## src/rtl/ysyx_22050550_pending_scoreboard_if.sv

```systemverilog
// Bus bundle between the register-hazard scoreboard and its users.
// The master side is IDU plus the writeback stages and drives issue, retire and flush.
// The slave side is the scoreboard and drives busy, full, busy_vec and err.
//   io_IDU_valid/raddr -> io_IDU_busy : per-source hazard query
//   io_IDU_waddr/wen   -> io_IDU_full : issue fire, and stall when the counter is saturated
//   io_WBU_waddr/wen                  : retire ports
//   io_flush                          : drop all outstanding writes
//   io_busy_vec, io_err               : debug view and sticky protocol error
interface ysyx_22050550_pending_scoreboard_if #(
   parameter int unsigned NREG = 32,
   parameter int unsigned AW   = 5,
   parameter int unsigned NRD  = 2,
   parameter int unsigned NWB  = 2
);
   logic                  io_IDU_valid;
   logic [NRD*AW-1:0]     io_IDU_raddr;
   logic [NRD-1:0]        io_IDU_busy;
   logic [AW-1:0]         io_IDU_waddr;
   logic                  io_IDU_wen;
   logic                  io_IDU_full;
   logic [NWB*AW-1:0]     io_WBU_waddr;
   logic [NWB-1:0]        io_WBU_wen;
   logic                  io_flush;
   logic [NREG-1:0]       io_busy_vec;
   logic                  io_err;

   modport master (
      output io_IDU_valid, io_IDU_raddr, io_IDU_waddr, io_IDU_wen,
             io_WBU_waddr, io_WBU_wen, io_flush,
      input  io_IDU_busy, io_IDU_full, io_busy_vec, io_err
   );

   modport slave (
      input  io_IDU_valid, io_IDU_raddr, io_IDU_waddr, io_IDU_wen,
             io_WBU_waddr, io_WBU_wen, io_flush,
      output io_IDU_busy, io_IDU_full, io_busy_vec, io_err
   );
endinterface

```

## src/rtl/ysyx_22050550_pending_scoreboard.sv

```systemverilog
// Register-hazard scoreboard that keeps a saturating count of outstanding writes for each
// architectural register. Register 0 is never tracked.
// Ports:
//   clock  rising-edge clock
//   reset  synchronous, active-high; clears all counters and err
//   bus    scoreboard (slave) side of ysyx_22050550_pending_scoreboard_if
// busy and full are combinational views of the registered counters. Same-cycle issue
// and writeback are not bypassed into them.
module ysyx_22050550_pending_scoreboard #(
   parameter int unsigned NREG = 32,
   parameter int unsigned AW   = 5,
   parameter int unsigned CNTW = 2,
   parameter int unsigned NRD  = 2,
   parameter int unsigned NWB  = 2
) (
   input logic                              clock,
   input logic                              reset,
   ysyx_22050550_pending_scoreboard_if.slave bus
);
   localparam int unsigned CMAX = (1 << CNTW) - 1;
   localparam int unsigned DW   = $clog2(NWB + 1);
   // Wide enough for cnt + inc and for the number of retires, so nothing wraps.
   localparam int unsigned EW   = CNTW + DW + 1;

   logic [CNTW-1:0] cnt_q [NREG];
   logic [CNTW-1:0] cnt_d [NREG];
   logic            err_q;
   logic            err_d;

   // Next counter values: flush wins; otherwise cnt + inc - dec, clamped to the range, and
   // any clamp sets err.
   always_comb begin
      logic [EW-1:0] sum;
      logic [EW-1:0] dec;
      sum   = '0;
      dec   = '0;
      err_d = err_q;
      for (int unsigned r = 0; r < NREG; r++) cnt_d[r] = cnt_q[r];
      cnt_d[0] = '0;
      if (bus.io_flush) begin
         for (int unsigned r = 0; r < NREG; r++) cnt_d[r] = '0;
      end else begin
         for (int unsigned r = 1; r < NREG; r++) begin
            sum = EW'(cnt_q[r]) + EW'(bus.io_IDU_wen && (bus.io_IDU_waddr == AW'(r)));
            dec = '0;
            for (int unsigned j = 0; j < NWB; j++) begin
               if (bus.io_WBU_wen[j] && (bus.io_WBU_waddr[j*AW +: AW] == AW'(r)))
                  dec = dec + EW'(1);
            end
            if (dec > sum) begin
               cnt_d[r] = '0;
               err_d    = 1'b1;
            end else if ((sum - dec) > EW'(CMAX)) begin
               cnt_d[r] = CNTW'(CMAX);
               err_d    = 1'b1;
            end else begin
               cnt_d[r] = CNTW'(sum - dec);
            end
         end
      end
   end

   // State register
   always_ff @(posedge clock) begin
      if (reset) begin
         for (int unsigned r = 0; r < NREG; r++) cnt_q[r] <= '0;
         err_q <= 1'b0;
      end else begin
         for (int unsigned r = 0; r < NREG; r++) cnt_q[r] <= cnt_d[r];
         err_q <= err_d;
      end
   end

   // Query outputs taken from registered state only. Out-of-range or zero addresses read
   // as idle.
   always_comb begin
      logic [AW-1:0] ra;
      ra              = '0;
      bus.io_IDU_busy = '0;
      for (int unsigned k = 0; k < NRD; k++) begin
         ra = bus.io_IDU_raddr[k*AW +: AW];
         if (bus.io_IDU_valid && (ra != '0) && (32'(ra) < NREG) && (cnt_q[ra] != '0))
            bus.io_IDU_busy[k] = 1'b1;
      end
      bus.io_IDU_full = (bus.io_IDU_waddr != '0) && (32'(bus.io_IDU_waddr) < NREG) &&
                        (cnt_q[bus.io_IDU_waddr] == CNTW'(CMAX));
      for (int unsigned r = 0; r < NREG; r++) bus.io_busy_vec[r] = (cnt_q[r] != '0);
   end

   assign bus.io_err = err_q;
endmodule

```

## src/flat_wrapper.sv

```systemverilog
// flat-port wrapper written by rule: the top's interface ports become plain ports
module ysyx_22050550_pending_scoreboard_flat 
#(
   parameter int unsigned NREG = 32,
   parameter int unsigned AW   = 5,
   parameter int unsigned CNTW = 2,
   parameter int unsigned NRD  = 2,
   parameter int unsigned NWB  = 2
)
  (clock, reset, bus_io_IDU_valid, bus_io_IDU_raddr, bus_io_IDU_waddr, bus_io_IDU_wen, bus_io_WBU_waddr, bus_io_WBU_wen, bus_io_flush, bus_io_IDU_busy, bus_io_IDU_full, bus_io_busy_vec, bus_io_err);
  ysyx_22050550_pending_scoreboard_if #(.NREG(NREG), .AW(AW), .NRD(NRD), .NWB(NWB)) bus_i ();
  input logic clock;
  input logic reset;
  input wire logic [$bits(bus_i.io_IDU_valid)-1:0] bus_io_IDU_valid;
  input wire logic [$bits(bus_i.io_IDU_raddr)-1:0] bus_io_IDU_raddr;
  input wire logic [$bits(bus_i.io_IDU_waddr)-1:0] bus_io_IDU_waddr;
  input wire logic [$bits(bus_i.io_IDU_wen)-1:0] bus_io_IDU_wen;
  input wire logic [$bits(bus_i.io_WBU_waddr)-1:0] bus_io_WBU_waddr;
  input wire logic [$bits(bus_i.io_WBU_wen)-1:0] bus_io_WBU_wen;
  input wire logic [$bits(bus_i.io_flush)-1:0] bus_io_flush;
  output wire logic [$bits(bus_i.io_IDU_busy)-1:0] bus_io_IDU_busy;
  output wire logic [$bits(bus_i.io_IDU_full)-1:0] bus_io_IDU_full;
  output wire logic [$bits(bus_i.io_busy_vec)-1:0] bus_io_busy_vec;
  output wire logic [$bits(bus_i.io_err)-1:0] bus_io_err;
  assign bus_i.io_IDU_valid = bus_io_IDU_valid;
  assign bus_i.io_IDU_raddr = bus_io_IDU_raddr;
  assign bus_i.io_IDU_waddr = bus_io_IDU_waddr;
  assign bus_i.io_IDU_wen = bus_io_IDU_wen;
  assign bus_i.io_WBU_waddr = bus_io_WBU_waddr;
  assign bus_i.io_WBU_wen = bus_io_WBU_wen;
  assign bus_i.io_flush = bus_io_flush;
  assign bus_io_IDU_busy = bus_i.io_IDU_busy;
  assign bus_io_IDU_full = bus_i.io_IDU_full;
  assign bus_io_busy_vec = bus_i.io_busy_vec;
  assign bus_io_err = bus_i.io_err;
  ysyx_22050550_pending_scoreboard #(.NREG(NREG), .AW(AW), .CNTW(CNTW), .NRD(NRD), .NWB(NWB)) u_core (.clock(clock), .reset(reset), .bus(bus_i));
endmodule
```

## config.mk

```make
export PLATFORM = sky130hd
export DESIGN_NAME = ysyx_22050550_pending_scoreboard_flat
export DESIGN_NICKNAME = d
export VERILOG_FILES = /design/src/rtl/ysyx_22050550_pending_scoreboard_if.sv /design/src/rtl/ysyx_22050550_pending_scoreboard.sv /design/src/flat_wrapper.sv
export SDC_FILE = /design/constraint.sdc
export NUM_CORES = 1
export LEC_CHECK = 0
export ABC_AREA = 1
export BUFFER_PORTS_ARGS = -buffer_cell sky130_fd_sc_hd__buf_4
export CORE_UTILIZATION = 67
export CTS_BUF_LIST = sky130_fd_sc_hd__clkbuf_8 sky130_fd_sc_hd__clkbuf_16
export DETAILED_ROUTE_END_ITERATION = 6
export PLACE_DENSITY = 0.95
export SYNTH_ARGS = -nofsm -noshare
export SYNTH_HDL_FRONTEND = slang
export SYNTH_SLANG_ARGS = --single-unit
```

## constraint.sdc

```tcl
create_clock -name clock -period 6.15 [get_ports clock]
set_input_delay 1.845 -clock clock [delete_from_list [all_inputs] [get_ports clock]]
set_output_delay 1.845 -clock clock [all_outputs]
set_load 0.1 [all_outputs]
```

[Word-level counts from Yosys, hierarchy flattened]
Memories as Yosys holds them, arrays and structs flattened.
Cells that the tools add are included.
W data, S select, Z words.
Word-level totals
  bits in writable memories: 64
  bits in registers: 1
  bits of input ports: 32
  memories kept: 1
  word-level logic and storage cells: 707
Cells by class
  bitwise operators: 33
  $add $sub $neg: 93
  order comparisons: 62
  reduce and logical (&&, ||, !) cells: 137
  eq/ne operators: 94
  mux-type cells: 286
Memories
  u_core.cnt_q: words 32, bits a word 2, read ports 35, clocked after Yosys merged registers in 0, write ports 32, RTL line ysyx_22050550_pending_scoreboard.sv:25  | logic [CNTW-1:0] cnt_q [NREG];
Operators by type and width (number)
  $mux W5: 93
  $eq A5 B5 Y1 const B: 48
  $mux W2: 94
  $add A5 B1 Y5 const B: 31
  $gt A5 B2 Y1 const B: 31
  $gt A5 B5 Y1: 31
  $sub A5 B5 Y5: 31
  $eq A5 B4 Y1 const B: 24
  $logic_and A1 B1 Y1: 98
  $mux W1: 98
  $add A2 B1 Y3: 31
  $reduce_bool A2 Y1: 34
  $mux W62: 1
  $reduce_bool A62 Y1: 1
  $eq A5 B3 Y1 const B: 12
  $or A1 B1 Y1: 32
  $eq A5 B2 Y1 const B: 6
  $eq A5 B1 Y1 const B: 3
  $reduce_bool A5 Y1: 3
  $eq A2 B2 Y1 const B: 1
  $reduce_and A2 Y1: 1
  $not A1 Y1: 1

[Longest topological paths before layout]
  word-level depth: 71
  gate-level depth with buffers: 22
  mapped depth without buffers: 21

[Least setup slack after synthesis]
No wires, ideal clock.
  kind: input -> output
  start point: in bus_io_IDU_raddr[5]
  end point: out bus_io_IDU_busy[1]
  required time: 4.305 ns
  arrival time: 3.777 ns
  path slack: 0.528 ns
  stages: 8
  cell sequence: inv_1 > nor2_1 > a21oi_1 > nand3_1 > nand2_1 > nand2_1 > nand3b_1 > nor2_1
Between the ends
  longest elaborated chain between the ends: 4
RTL lines
  start: declaration: RTL line flat_wrapper.sv:15  | input wire logic [$bits(bus_i.io_IDU_raddr)-1:0] bus_io_IDU_raddr;
  $mem_v2 Z32 W2 or $reduce_bool A5 Y1 (tied branches)
  $reduce_bool A2 Y1 or $logic_and A1 B1 Y1 (tied branches): RTL line ysyx_22050550_pending_scoreboard.sv:82  | if (bus.io_IDU_valid && (ra != '0) && (32'(ra) < NREG) && (cnt_q[ra] != '0))
  $logic_and A1 B1 Y1 (*): RTL line ysyx_22050550_pending_scoreboard.sv:82
  $mux W1 (*): RTL line ysyx_22050550_pending_scoreboard.sv:82
  end: declaration: RTL line flat_wrapper.sv:21  | output wire logic [$bits(bus_i.io_IDU_busy)-1:0] bus_io_IDU_busy;
Every way passes the cells marked *; elsewhere a longest branch is shown, timed or not.

[Worst setup path in the final report]
  start point: in bus_io_IDU_waddr[0]
  end point: out bus_io_IDU_full
Between the ends
  longest elaborated chain between the ends: 3
RTL lines
  start: declaration: RTL line flat_wrapper.sv:16  | input wire logic [$bits(bus_i.io_IDU_waddr)-1:0] bus_io_IDU_waddr;
  $mem_v2 Z32 W2
  $eq A2 B2 Y1: RTL line ysyx_22050550_pending_scoreboard.sv:86  | (cnt_q[bus.io_IDU_waddr] == CNTW'(CMAX));
  $logic_and A1 B1 Y1 (*): RTL line ysyx_22050550_pending_scoreboard.sv:85  | bus.io_IDU_full = (bus.io_IDU_waddr != '0) && (32'(bus.io_IDU_waddr) < NREG) &&
  end: declaration: RTL line flat_wrapper.sv:22  | output wire logic [$bits(bus_i.io_IDU_full)-1:0] bus_io_IDU_full;
Marked as above.

==> flow_summary.yaml <==
global_route:
  antenna_found_initial: 0
  track_usage_pct: 44.80
  grt_pass1_vias: 8721
  grt_max_degree: 33
  grt_overflow: 0
  grt_pass1_wl_um: 44300
synth:
  synth-seq-cells: 63
  synth.avg_cell_area_um2: 6.779
  yosysSeqAreaShare_pct: 14.79
  synth_cell_types: 32
  yosys_warnings: 0
  yosys-top-cells-area: "ha_1 23%, dfxtp_1 15%, fa_1 15%"
  synth_largest_area_cell: "ha_1"
  synth_top_area_share_pct: 22.74
  synth.net_count: 1507
  netlist_area_um2: 8528
  netlist_instances: 1258
clocking:
  path_clk_slew_ps: 60
  root_buffer: "clkbuf_16"
  htreeDepth: 3
  ctsHoldBuffers: 0
  cts_tree: "built"
  postCtsSetupBuffers: 0
  cts_made_buffers: 9
  cts.sinks: 63
  clock_latency_ps: 350
  clk_path_buf_depth: 2
  cts-resized-gates: 0
sta:
  fin_ws_ps: 986.7
  worst_slew_pin_slew_ps: 765.2
  timing.fmax_mhz: 193.7
  maxSlewViolCount: 0
  min_period_ps: 5163
  clock_skew_ps: 5.249
  tns_ps: 0
  rsz0062_at_grt: "no"
  slew_headroom_pct: 48.86
  report.final.hold_viol_count: 0
  period_share_pct: 83.96
  finalSetupViolCount: 0
floorplanning:
  die_y_um: 114.8
  core.rowCount: 40
  initial_core_util_pct: 69.84
  io_pins: 68
  core_um2: 12210
  dieArea_um2: 13180
  die_w_um: 114.8
job:
  cap_violations: 0
power:
  p_switching_uw: 513.2
  p_per_area_nw_per_um2: 148.0
  vdd_ir_drop_max_v: 0.0001697
  switching_share_pct: 36.57
  internal-power_uw: 890.1
  power_frac_clock_pct: 40.8
  p_leak_nw: 5.075
  comb_power_share_pct: 27.8
  seq_power_share_pct: 31.4
final_layout:
  design_area_um2: 9482
  area_growth_pct: 11.18
  instances_no_fill: 1494
  fin_nets: 1571
  fin_util_pct: 77.64
  drive_gt1_share_pct: 7.692
  diodes: 0
drt:
  vias: 8831
  maxUsedRoutingLayer: "met4"
  antenna_left: 0
  drt_iter0_markers: 1283
  wl_um: 27160
  drc_errors: 6
  met3WireLength_um: 3235
  firstDrtPassIters: 7
  wl_per_cell_um: 18.18
  dr_wl_met2_um: 11920
  wl_met1_um: 9816
  vias_per_cell: 5.911
critical_path:
  required_ps: 4300
  critPathArrivalTime_ps: 3320
  worst_setup_path_end_kind: "primary output"
  path_class: "in2out"
  cp_max_fo: 16
  start_kind: "primary input"
placed_design:
  placed_cell_area_um2: 9161
  place_inst: 1479
  dp_slack_ps: 1019
  hpwl_um: 21840
  portBuffers: 66
  globalplace.congestion: 1.031
status:
  violations: "DRC"
  status: "complete, but fails checks"
hold_path:
  hp-class: "reg2reg"
-- layout by cell type, fill, tap and decap left out, drive strengths merged --
cell / count
nor4: 3
clkinvlp: 1
o211ai: 2
or2: 8
fa: 62
and2: 1
conb: 1
o21ai: 16
a31oi: 6
a22oi: 3
o21bai: 11
clkinv: 2
buf: 68
nor3: 2
nor2: 194
bufinv: 2
nand3b: 15
inv: 282
o22ai: 2
nand3: 33
clkbuf: 10
dfxtp: 63
a21oi: 74
ha: 155
o41ai: 1
nand2: 301
nand4: 8
-- power groups by stage --
stage / Combinational (mW) / Clock, mW / Sequential [mW]
after floorplan: 0.264 / 0 / 0.445
after global placement: 0.365 / 0 / 0.447
after detailed placement: 0.375 / 0 / 0.447
after CTS: 0.380 / 0.564 / 0.439
after global routing: 0.420 / 0.585 / 0.442
final: 0.390 / 0.573 / 0.441
-- registers in the layout, indices dropped and copies added, names as in the netlist --
register	cells
u_core.cnt_q	62
u_core.bus.io_err	1
-- cells in the mapped netlist --
library cell  count
nand3b_1         15
nor2_1          192
o21ai_1           3
buf_6             3
nand2_1         299
nor2_4            1
a21oi_1          74
conb_1            1
buf_4             3
nand2_2           1
nand4_1           8
o21bai_1         11
nor3_1            2
o41ai_1           1
nor4_1            3
nor2_8            1
clkbuf_1          9
nand3_1          33
o21ai_0          13
ha_1            155
a22oi_1           3
inv_2             6
and2_1            1
clkinv_1          1
inv_1           275
or2_2             8
o22ai_1           2
a31oi_1           6
nand2_4           1
fa_1             62
o211ai_1          2
dfxtp_1          63
-- stage by stage --
step / power, mW / hold slack, ps
2_1_floorplan: 0.7091 / 784.1
3_3_place_gp: 0.8118 / 441.3
3_5_place_dp: 0.8222 / 463.1
4_1_cts: 1.383 / 474.5
5_1_grt: 1.447 / 513.3
6_report: 1.403 / 471.2
-- worst max-delay path: stages --
cell     delay [ps]
buf_4           200
nand2_2         130
inv_2           240
nand2_1          90
nand4_1         120
nand2_1          70
nand2_1         110
inv_2            30
nand2_1          70
nand3_1          70
nand2_1          80
buf_4           290
-- routing by layer --
| layer | vias up | global-route usage [%] |
|---|---|---|
| met4 | 0 | 29.96 |
| met5 | - | 0 |
| met3 | 195 | 10.65 |
| li1 | 3988 | - |
| met1 | 4033 | 54.65 |
| met2 | 615 | 70.91 |
-- area by class of cell --
| cell class | instances | area, um^2 |
|---|---|---|
| fill | 902 | 2730 |
| timing repair buffer | 68 | 510.5 |
| tap | 168 | 210.2 |
| multi-input combinational | 898 | 6121 |
| sequential | 63 | 1261 |
| clock inverter | 5 | 81.33 |
| clock buffer | 10 | 239.0 |
| inverter | 282 | 1059 |
-- path summary, 6_finish.rpt --
kind                                                      from                        endpoint  slack (ps)  cells past startpoint
worst min-delay path            u_core.bus.io_err$_SDFFE_PP0P_  u_core.bus.io_err$_SDFFE_PP0P_         470                      2
worst max-delay path                       bus_io_IDU_waddr[0]                 bus_io_IDU_full         990                     12
worst max register to register   u_core.cnt_q[8][0]$_SDFF_PP0_  u_core.bus.io_err$_SDFFE_PP0P_        3280                     14
worst min register to register  u_core.bus.io_err$_SDFFE_PP0P_  u_core.bus.io_err$_SDFFE_PP0P_         470                      2
-- logic make-up after synthesis --
| group | after synthesis | share of synthesized area, % |
|---|---|---|
| AOI/OAI and AO/OA | 115 | 7.380 |
| buffers and inverters | 297 | 13.47 |
| adders and majority gates | 217 | 37.29 |
| DFF | 63 | 14.79 |
| other | 1 | 0.04397 |
| and+or+nand+nor | 565 | 27.02 |
Power figures use the tool's default switching activity.
